## config.mk

```make
export PLATFORM = sky130hd
export DESIGN_NAME = clint_timer
export DESIGN_NICKNAME = d
export VERILOG_FILES = /design/src/rtl/clint_timer_pkg.sv /design/src/rtl/timer_prescaler.sv /design/src/rtl/clint_timer.sv
export SDC_FILE = /design/constraint.sdc
export NUM_CORES = 1
export LEC_CHECK = 0
export ABC_AREA = 0
export CORE_ASPECT_RATIO = 1.1
export CORE_MARGIN = 2
export CORE_UTILIZATION = 45
export CTS_BUF_LIST = sky130_fd_sc_hd__clkbuf_16
export DETAILED_ROUTE_END_ITERATION = 10
export DONT_BUFFER_PORTS = 1
export SKIP_LAST_GASP = 1
export SYNTH_ARGS = -nofsm -noshare
export SYNTH_HDL_FRONTEND = slang
export SYNTH_SLANG_ARGS = --single-unit
```

## constraint.sdc

```tcl
create_clock -name clk -period 10.92 [get_ports clk]
set_input_delay 1.638 -clock clk [delete_from_list [all_inputs] [get_ports clk]]
set_output_delay 1.638 -clock clk [all_outputs]
set_load 0.05 [all_outputs]
```

## src/rtl/clint_timer_pkg.sv

```systemverilog
// Shared definitions for the CLINT machine timer: dbus types, register word offsets,
// CTRL layout and the byte-lane merge helper.
package clint_timer_pkg;

    typedef logic [31:0] MemAddrBus;
    typedef logic [31:0] MemDataBus;
    localparam int unsigned DBUS_MASK = 32'd4;

    // Word offsets, i.e. byte offset >> 2 within the 64-byte window
    localparam logic [3:0] TMR_OFF_MTIME_LO = 4'h0;
    localparam logic [3:0] TMR_OFF_MTIME_HI = 4'h1;
    localparam logic [3:0] TMR_OFF_CMP_LO   = 4'h2;
    localparam logic [3:0] TMR_OFF_CMP_HI   = 4'h3;
    localparam logic [3:0] TMR_OFF_CTRL     = 4'h4;

    localparam int unsigned CTRL_CNT_EN = 32'd0;
    localparam int unsigned CTRL_IRQ_EN = 32'd1;
    localparam logic [1:0]  CTRL_RST    = 2'b01;

    function automatic MemDataBus merge_bytes(input MemDataBus old_val,
                                              input MemDataBus new_val,
                                              input logic [DBUS_MASK-1:0] mask);
        MemDataBus res;
        for (int b = 0; b < 4; b++) begin
            res[8*b +: 8] = mask[b] ? new_val[8*b +: 8] : old_val[8*b +: 8];
        end
        return res;
    endfunction

endpackage

```

## src/rtl/timer_prescaler.sv

```systemverilog
// Divides clk by div while enabled; tick is high in the last count of each period.
module timer_prescaler (
    input  logic        clk,
    input  logic        rst,
    input  logic        enable,
    input  logic [15:0] div,
    output logic        tick
);

    logic [15:0] cnt_r;
    logic        wrap_s;

    assign wrap_s = (cnt_r == (div - 16'd1));
    assign tick   = enable && wrap_s;

    // Period counter, frozen while disabled
    always_ff @(posedge clk or posedge rst) begin
        if (rst) begin
            cnt_r <= 16'd0;
        end else if (enable) begin
            cnt_r <= wrap_s ? 16'd0 : (cnt_r + 16'd1);
        end else begin
            cnt_r <= cnt_r;
        end
    end

endmodule

```

## src/rtl/clint_timer.sv

```systemverilog
// Memory-mapped machine timer (mtime/mtimecmp/CTRL) with registered interrupt.
// Optional macro TIMER_SHADOW_EN adds a tear-free MTIME_HI shadow latched on MTIME_LO reads.
module clint_timer
    import clint_timer_pkg::*;
#(
    parameter logic [31:0] BASE_ADDR = 32'h0200_0000,
    parameter int unsigned PRESC_DIV = 32'd1
) (
    input  logic        clk,
    input  logic        rst,
    input  logic        I_req,
    input  logic        I_we,
    input  logic [31:0] I_addr,
    input  logic [31:0] I_data,
    input  logic [3:0]  I_mask,
    output logic [31:0] O_data,
    output logic        O_ready,
    output logic        O_timer_int
);

    localparam logic [15:0] PRESC_DIV_C = PRESC_DIV[15:0];

    logic        hit_s;
    logic        wr_s;
    logic        mtime_wr_s;
    logic [3:0]  off_s;
    logic        tick_s;
    logic        unused_addr_s;
    logic [63:0] mtime_r;
    logic [63:0] mtime_nxt_s;
    logic [63:0] cmp_r;
    logic [63:0] cmp_nxt_s;
    logic [1:0]  ctrl_r;
    logic [1:0]  ctrl_nxt_s;
    MemDataBus   ctrl_word_s;
    MemDataBus   hi_rd_s;
    MemDataBus   rd_data_s;
    logic [31:0] data_r;
    logic        ready_r;
    logic        int_r;

    assign hit_s         = I_req && (I_addr[31:6] == BASE_ADDR[31:6]);
    assign off_s         = I_addr[5:2];
    assign wr_s          = hit_s && I_we;
    assign mtime_wr_s    = wr_s && (I_mask != 4'b0000) &&
                           ((off_s == TMR_OFF_MTIME_LO) || (off_s == TMR_OFF_MTIME_HI));
    assign unused_addr_s = ^I_addr[1:0];
    assign ctrl_word_s   = merge_bytes({30'd0, ctrl_r}, I_data, I_mask);

    assign O_data      = data_r;
    assign O_ready     = ready_r;
    assign O_timer_int = int_r;

    timer_prescaler u_presc (
        .clk    (clk),
        .rst    (rst),
        .enable (ctrl_r[CTRL_CNT_EN]),
        .div    (PRESC_DIV_C),
        .tick   (tick_s)
    );

`ifdef TIMER_SHADOW_EN
    logic [31:0] shadow_r;

    // Snapshot of the upper half taken by every MTIME_LO read
    always_ff @(posedge clk or posedge rst) begin
        if (rst) begin
            shadow_r <= 32'd0;
        end else if (hit_s && !I_we && (off_s == TMR_OFF_MTIME_LO)) begin
            shadow_r <= mtime_r[63:32];
        end else begin
            shadow_r <= shadow_r;
        end
    end

    assign hi_rd_s = shadow_r;
`else
    assign hi_rd_s = mtime_r[63:32];
`endif

    // Next-state for mtime, mtimecmp and CTRL; a software write to mtime suppresses the tick
    always_comb begin
        mtime_nxt_s = mtime_r;
        cmp_nxt_s   = cmp_r;
        ctrl_nxt_s  = ctrl_r;
        if (mtime_wr_s && (off_s == TMR_OFF_MTIME_LO)) begin
            mtime_nxt_s[31:0] = merge_bytes(mtime_r[31:0], I_data, I_mask);
        end else if (mtime_wr_s) begin
            mtime_nxt_s[63:32] = merge_bytes(mtime_r[63:32], I_data, I_mask);
        end else if (tick_s) begin
            mtime_nxt_s = mtime_r + 64'd1;
        end else begin
            mtime_nxt_s = mtime_r;
        end
        if (wr_s) begin
            case (off_s)
                TMR_OFF_CMP_LO: cmp_nxt_s[31:0]  = merge_bytes(cmp_r[31:0], I_data, I_mask);
                TMR_OFF_CMP_HI: cmp_nxt_s[63:32] = merge_bytes(cmp_r[63:32], I_data, I_mask);
                TMR_OFF_CTRL:   ctrl_nxt_s       = ctrl_word_s[1:0];
                default:        ctrl_nxt_s       = ctrl_r;
            endcase
        end else begin
            ctrl_nxt_s = ctrl_r;
        end
    end

    // Read mux; unmapped offsets read as zero
    always_comb begin
        rd_data_s = 32'd0;
        case (off_s)
            TMR_OFF_MTIME_LO: rd_data_s = mtime_r[31:0];
            TMR_OFF_MTIME_HI: rd_data_s = hi_rd_s;
            TMR_OFF_CMP_LO:   rd_data_s = cmp_r[31:0];
            TMR_OFF_CMP_HI:   rd_data_s = cmp_r[63:32];
            TMR_OFF_CTRL:     rd_data_s = {30'd0, ctrl_r};
            default:          rd_data_s = 32'd0;
        endcase
    end

    // Architectural timer state
    always_ff @(posedge clk or posedge rst) begin
        if (rst) begin
            mtime_r <= 64'd0;
            cmp_r   <= 64'hFFFF_FFFF_FFFF_FFFF;
            ctrl_r  <= CTRL_RST;
        end else begin
            mtime_r <= mtime_nxt_s;
            cmp_r   <= cmp_nxt_s;
            ctrl_r  <= ctrl_nxt_s;
        end
    end

    // Bus response and interrupt; the compare sees registered values, so it lags changes by a cycle
    always_ff @(posedge clk or posedge rst) begin
        if (rst) begin
            data_r  <= 32'd0;
            ready_r <= 1'b0;
            int_r   <= 1'b0;
        end else begin
            ready_r <= hit_s;
            data_r  <= hit_s ? (I_we ? 32'd0 : rd_data_s) : data_r;
            int_r   <= (mtime_r >= cmp_r) && ctrl_r[CTRL_IRQ_EN];
        end
    end

endmodule

```

; ---- Yosys cells after proc, flatten, opt, wreduce, memory -nomap -nowiden
; Cells that the tools add are included.
; Widths: inputs -> output; s select.
[totals]
input_bits = 72
out_inout_bits = 34
ff_bits = 180
wordCells = 80
[classes]
bitwise = 1
n_eq_ne = 14
addsub = 2
mux = 11
order_cmp = 1
reduce_logical = 30
[op_table]
columns = operator, count
row1 = $pmux 32 s5, 1
row2 = $mux 32, 4
row3 = $add 64x1->64 const B, 1
row4 = $ge 64x64->1, 1
row5 = $mux 64, 1
row6 = $reduce_and 3->1, 17
row7 = $mux 8, 4
row8 = $eq 26x20->1 const B, 1
row9 = $add 16x1->16 const B, 1
row10 = $logic_not 16->1, 1
row11 = $mux 16, 1
row12 = $ne 2x2->1 const B, 8
row13 = $eq 4x2->1 const B, 2
row14 = $logic_and 1x1->1, 7
row15 = $eq 4x1->1 const B, 1
row16 = $eq 4x3->1 const B, 1
row17 = $logic_not 4->1, 1
row18 = $reduce_bool 2->1, 2
row19 = $reduce_bool 4->1, 1
row20 = $ne 2x1->1 const B, 1
row21 = $logic_or 1x1->1, 1
row22 = $not 1->1, 1

; ---- Logic depth before layout (Yosys ltp)
; Gate-level depths: netlist of run 1.
[depth]
ltp_word = 8
depth_mapped = 10

; ---- Cells and area by module
; Synthesis of run 1 repeated with hierarchy kept, for this count alone.
[unflattened]
cells_unflattened = 1312
hier_area_um2 = 11989.0
[modules_own_cells]
columns = mod, seq_area_each_um2, n_inst, area_per_inst_um2, cells_per_inst
row1 = clint_timer, 4185.3, 1, 10430.0, 1132
row2 = timer_prescaler, 400.4, 1, 1559.0, 180

; ---- Worst setup path after synthesis of run 1
; Ideal clock, no wire load.
[synth_path]
path_type = input to register
from = in I_addr[18]
to = reg mtime_r[34]
arrival_time_ns = 3.277
path_slack_ns = 7.521
stages = 7
setup_ns = 0.123
t_required_ns = 10.797
path_cell_list = nor4b_1 -> nand4b_1 -> or3_1 -> buf_4 -> a32oi_4 -> a21oi_1 -> o2bb2a_2
[synth_via]
elab_chain_len = 8
[synth_lines]
columns = item, line_no
row1 = from (decl), clint_timer.sv:13  ; input logic [31:0] I_addr,
row2 = $eq 26x20->1 (*), clint_timer.sv:42  ; assign hit_s = I_req && (I_addr[31:6] == BASE_ADDR[31:6]);
row3 = $logic_and 1x1->1 (*), clint_timer.sv:42
row4 = $logic_and 1x1->1 (*), clint_timer.sv:44  ; assign wr_s = hit_s && I_we;
row5 = $logic_and 1x1->1 (*) (2 in a row), clint_timer.sv:45  ; assign mtime_wr_s = wr_s && (I_mask != 4'b0000) &&
row6 = branches (longest 3 deep; another with $reduce_and 3->1), --
row7 = to (signal assigned), clint_timer.sv:127  ; mtime_r <= mtime_nxt_s;
row8 = to (decl), clint_timer.sv:29  ; logic [63:0] mtime_r;
; Mark *: on every way between the ends.
; A chain may end at the register's enable or synchronous reset.

; ---- Worst setup path in the final report of run 1
[layout_path]
from = in I_addr[18]
to = reg mtime_r[44]
; The elaborated chain is that of the path after synthesis.

==> reports/metrics.yaml, run 1 <==
detailed_routing:
  drtIter0Drc: 889
  totalWireLength_mm: 34.5
  ant_nets: 0
  drt_pass1_iterations: 8
  routed_via_density: 6.47
  via_count: 9779
  drc: 0
  wire_per_inst_um: 22.8
pwr:
  p_total_w: 0.00134
  p_leak_nw: 4.85
  worst_ir_drop_vdd_v: 0.0000877
  power.density_nw_per_um2: 110
critical_path:
  crit_fanout: 21
  ff2ff_setup_slack_ns: 7.79
  required_ns: 11.25
  path_class: "input pin to register"
  end_kind: "register"
  worstPathArrival_ns: 4.50
  cp-start-kind: "input pin"
clocking:
  postCtsSetupBuffers: 0
  hold_buffers: 0
  cts_tree: "built"
  cts.repair.resized: 0
  clock_latency_ns: 0.45
  root_buffer: "clkbuf_16"
  cts_max_level: 4
  clockBufferDepth: 2
  cts_buffers: 17
  clk_pin_slew_ns: 0.07
  clock-sinks: 180
synth:
  synth_top_family_by_area: "compound AO/OA/AOI/OAI gates"
  synth_adder_area_share_pct: 7.36
  synth_xor_area_share_pct: 1.15
  synth_simple_gate_area_share_pct: 16.9
  synth_enable_flop_cells: 0
  ys_ff_latch: 180
  synth_ff_type: "dfrtp_1"
  async_reset_ff_share_pct: 100
  synthCells: 1221
  synthMuxAreaShare_pct: 8.09
  synth_compound_area_share_pct: 20.7
  syn_avg_cell_area_um2: 9.33
  yosysSeqAreaShare_pct: 40.3
  netlist_area_um2: 11400
  synth.distinct_cells: 70
  synth_warnings: 0
  synth_nets: 1360
timing:
  clock_skew_ns: 0.0159
  rsz0062_at_grt: "false"
  slew_viol_final: 0
  slew_headroom_pct: 23.4
  timing.final.crit_period_ns: 4.17
  setup-tns-final_ns: 0
  holdWs_ns: 0.489
  fin_crit_sh_pct: 38.2
  setup_viol: 0
  fmax_mhz: 240
  hold_viol_final: 0
  worst_pin_slew_ns: 1.14
die:
  initial_core_util_pct: 45.3
  dieHeight_um: 171
  die_area_um2: 26600
  num_rows: 61
  io_pins: 106
  die_x_um: 156
  core-area_um2: 25100
final_layout:
  num-nets-final: 1323
  nFillCells: 2341
  fin_cells: 1512
  areaGrowthSynthToFinish_pct: 6.82
  final_common_cell: "dfrtp_1"
  drive_above_1_share_pct: 16.2
  final_cell_mix: "dfrtp_1 (115), nand2_1 (113), a21oi_1 (101)"
  final_core_util_pct: 48.4
global_routing:
  grt_pass1_vias: 9416
  antenna_found_initial: 1
  grt_max_degree: 132
  grt.total_usage_pct: 26.6
  grt_pass1_wl_mm: 54.7
  grt-ovfl-total: 0
job:
  maxCapViolations: 0
worst_hold_path:
  hold_class: "register to register"
placement:
  place_hpwl_mm: 24.0
  gp_congestion: 0.902
  dp_cells: 1480
  port_buffers: 0
outcome:
  status: "finished, final reports clean"
[per-stage QoR]
stage	setup WS [ns]	cell area [um^2]
floorplan	4.50	11400
global placement	6.39	11600
global route	6.55	12200
detailed placement	6.32	11600
finish	6.75	12200
CTS	6.80	12200
[worst paths after layout]
path | from | endpoint | depth (start not counted)
setup / recovery | I_addr[18] | mtime_r[44] | 6
hold / removal | u_presc.cnt_r[15] | u_presc.cnt_r[15] | 1
setup reg to reg | mtime_r[0] | mtime_r[46] | 7
hold reg to reg | u_presc.cnt_r[15] | u_presc.cnt_r[15] | 1
max in group asynchronous | rst | O_data[23] | 2
min in group asynchronous | rst | O_data[4] | 1
[synth_stat cells, types with 4 or more instances]
| cell type | instances | area [um^2] |
|---|---|---|
| a211oi_1 | 4 | 30.0 |
| a21o_1 | 7 | 52.6 |
| a21oi_1 | 101 | 505 |
| a221oi_1 | 33 | 289 |
| a22o_1 | 21 | 184 |
| a22oi_1 | 6 | 45.0 |
| a2bb2oi_1 | 8 | 70.1 |
| a31oi_1 | 4 | 25.0 |
| a32o_1 | 4 | 40.0 |
| a41o_1 | 4 | 40.0 |
| and2_1 | 7 | 43.8 |
| and3_1 | 12 | 75.1 |
| and4_1 | 17 | 149 |
| buf_1 | 4 | 15.0 |
| buf_2 | 32 | 160 |
| clkbuf_1 | 26 | 97.6 |
| dfrtp_1 | 115 | 2880 |
| dfstp_2 | 65 | 1710 |
| ha_1 | 67 | 838 |
| inv_1 | 85 | 319 |
| mux2_2 | 64 | 721 |
| mux2i_1 | 20 | 200 |
| nand2_1 | 113 | 424 |
| nand3_1 | 40 | 200 |
| nand4_1 | 56 | 350 |
| nor2_1 | 59 | 221 |
| nor3_1 | 20 | 100 |
| nor4_1 | 18 | 113 |
| nor4b_1 | 6 | 52.6 |
| o21ai_0 | 84 | 420 |
| o22a_1 | 8 | 70.1 |
| o22ai_1 | 27 | 169 |
| o2bb2a_1 | 9 | 90.1 |
| or3_1 | 4 | 25.0 |
| xnor2_1 | 11 | 96.3 |
| xor2_1 | 4 | 35.0 |
[layer usage]
| metal | vias up | share of wire [%] | track usage [%] |
|---|---|---|---|
| met5 | - | 0 | 0 |
| met4 | 0 | 3.2 | 9.65 |
| met3 | 60 | 7.0 | 5.02 |
| li1 | 4508 | - | - |
| met1 | 4826 | 45 | 37.1 |
| met2 | 385 | 45 | 41.4 |
[cells by family (layout without fill, tap and decap cells)]
kind of cell	after synthesis	in the layout
buf+inv	151	126
other cells	0	1
xor+xnor	15	15
flops	180	180
compound gates	352	352
mux	84	84
fa+ha+maj	67	67
simple gates	372	372
[worst max-delay path, cell delays in order]
cell and delay (ns):
nor4b_1 0.30, nand4b_1 0.37, or3_1 0.89, a32oi_1 0.93, a21oi_1 0.05, o2bb2a_1 0.32
[flip-flops by register name, indices dropped and copies added, names as in the netlist]
signal and count:
ctrl_r 2, O_ready 1, u_presc.cnt_r 16, cmp_r 64
O_timer_int 1, O_data 32, mtime_r 64
[power by group]
group	internal, W	switching [W]	total [W]
registers	0.000668	0.00000000000708	0.000668
logic	0.00000515	0.0000213	0.0000265
clock network	0.000358	0.000285	0.000643
[layout make-up]
type	count	area (um^2)	share of cell area [%]
timing repair buffer	10	75.1	0.617
sequential	180	4590	37.7
clock buffer	17	425	3.50
clock inverter	14	165	1.36
inverter	85	327	2.68
tap	315	394	3.24
antenna	1	2.50	0.0206
multi-input combinational	890	6190	50.9
Power figures use the tool's default switching activity.
==> inputs of run 2 (changes only) <==
- ABC_AREA: 0 -> 1
- clock period: 10.92 -> 3.4 ns (I/O delays scaled with it)
==> reports/metrics.yaml, run 2 <==
outcome:
  status: "finished, final reports clean"
synth:
  netlist_area_um2: 12800
  syn_avg_cell_area_um2: 6.86
  synth_warnings: 0
  synth.distinct_cells: 40
  synthCells: 1869
  synth_commonest_cells: "nand2_1 (603), inv_1 (260), nor2_1 (203)"
  synth_ff_type: "dfrtp_1"
  synth_top_cell_by_area: "dfrtp_1"
  synth.area.top_cells: "dfrtp_1 (22%), nand2_1 (18%), dfstp_2 (13%)"
  synth_enable_flop_cells: 0
  synth_nets: 2008
  yosysSeqAreaShare_pct: 35.8
  synth.most_common_cell: "nand2_1"
  async_reset_ff_share_pct: 100
  yosys.area.top_type_share_pct: 22.5
  ys_ff_latch: 180
global_routing:
  antenna_found_initial: 0
  grt_max_degree: 52
  grt.total_usage_pct: 32.7
  grt_pass1_wl_mm: 72.4
  grt_pass1_vias: 12100
  grt-ovfl-total: 0
clocking:
  hold_buffers: 0
  clk_pin_slew_ns: 0.08
  clock_latency_ns: 0.45
  clock-sinks: 180
  cts_buffers: 17
  cts.repair.resized: 0
  cts_tree: "built"
  root_buffer: "clkbuf_16"
  clockBufferDepth: 2
  postCtsSetupBuffers: 0
  cts_max_level: 4
final_layout:
  drive_above_1_share_pct: 8.24
  nFillCells: 2951
  fin_cells: 2244
  final_cell_mix: "nand2_1 (603), inv_1 (259), nor2_1 (203)"
  final_common_cell: "nand2_1"
  areaGrowthSynthToFinish_pct: 7.78
  n_antenna_cell: 0
  num-nets-final: 2007
  fin_area_um2: 13800
critical_path:
  crit_chain: "inv_1 -> ha_1 -> nand2_1 -> nor2_1 -> nand4_1 -> nor2_1 -> nand2_1 -> nand2_1 -> nor2_1 -> nand2_1 -> nand2_1 -> a21oi_1"
  cp-start-kind: "register"
  worstPathArrival_ns: 2.93
  path_class: "register to register"
  cp_slowest_stage_delay_ns: 0.56
  required_ns: 3.75
  critPathMostFrequentCell: "nand2_1"
  crit_fanout: 3
  end_kind: "register"
  cp_slowest_cell: "dfstp_2"
detailed_routing:
  totalWireLength_mm: 47.3
  wire_per_inst_um: 21.1
  ant_nets: 0
  drtIter0Drc: 1065
  via_count: 12400
  routed_via_density: 5.54
  drt_pass1_iterations: 6
  drc: 0
die:
  num_rows: 64
  die_x_um: 165
  io_pins: 106
  dieHeight_um: 181
  core-area_um2: 27900
  initial_core_util_pct: 45.9
  die_area_um2: 29800
timing:
  setup_ws_ns: 0.814
  clock_skew_ns: 0.0124
  rsz0062_at_grt: "false"
  slew_headroom_pct: 44.8
  hold_viol_final: 0
  fin_crit_sh_pct: 76.1
  setup_viol: 0
  timing.final.crit_period_ns: 2.59
  slew_viol_final: 0
  setup-tns-final_ns: 0
  fmax_mhz: 387
  worst_pin_slew_ns: 0.828
placement:
  dp_worst_setup_slack_ns: 0.795
  place_area_um2: 13200
  dp_cells: 2212
  place_hpwl_mm: 37.2
  port_buffers: 0
  gp_congestion: 0.976
pwr:
  power.density_nw_per_um2: 324
  p_leak_nw: 6.26
  worst_ir_drop_vdd_v: 0.000258
worst_hold_path:
  hold_class: "input pin to asynchronous set/reset pin"
job:
  maxCapViolations: 0
==> run 2: cell count changes after synthesis, sizes merged, moves of 20 or more <==
cell and delta:
a22o -21, nand2 +497, a21oi -61, nor2 +155, o21ai +62, nand3 +85
mux2 -64, mux2i -20, inv +183, xor2 +20
==> run 2: cell type report <==
cell class	count	area, um^2	area share, %
clock buffer	17	425	3.08
clock inverter	15	200	1.45
inverter	268	1010	7.31
multi-input combinational	1381	6960	50.4
sequential	180	4590	33.2
tap	363	454	3.29
timing repair buffer	20	175	1.27
==> run 2: through the flow <==
stage,total power [W],hold slack [ns],utilization (%)
final,0.00448,0.0506,49.4
after global routing,0.00462,0.0880,49.4
after CTS,0.00451,0.0544,49.4
after detailed placement,0.00233,0.475,47.2
after global placement,0.00233,0.468,47.2
after floorplan,0.00228,0.453,-
==> run 2: critical path, delay by kind of cell, from the launching register on <==
kind            cells  cell delay [ns]
compound gates      1             0.23
flops               1             0.56
fa+ha+maj           1             0.28
simple gates        9             1.36
buf+inv             1             0.05
==> run 2: final timing paths <==
path / endpoint / start / cells past startpoint / slack, ns
max: O_timer_int / cmp_r[31] / 12 / 0.81
min: mtime_r[13] / rst / 1 / 0.05
max in group asynchronous: cmp_r[56] / rst / 2 / 2.57
max reg2reg: O_timer_int / cmp_r[31] / 12 / 0.81
min in group clk: cmp_r[11] / I_data[11] / 2 / 0.24
min reg2reg: ctrl_r[1] / ctrl_r[1] / 2 / 0.49
==> run 2: per-layer routing <==
layer | vias to the layer above | share of wire (%) | track usage [%]
met1 | 5848 | 44 | 44.2
met3 | 77 | 6.9 | 5.62
met4 | 0 | 2.5 | 9.67
li1 | 6027 | - | -
met5 | - | 0 | 0
met2 | 469 | 47 | 53.5
==> run 2: report_power, final <==
part / switching (W) / internal (W)
combinational: 0.000120 / 0.0000292
clock: 0.000949 / 0.00124
sequential: 0.0000000000718 / 0.00214
==> run 2: kinds of logic after synthesis <==
logic type / share of synthesized area (%)
AO/OA/AOI/OAI: 11.6
XOR/XNOR: 2.05
adder cells (fa/ha/maj): 6.54
buffers and inverters: 9.89
flip-flops: 35.8
AND/OR/NAND/NOR: 34.2
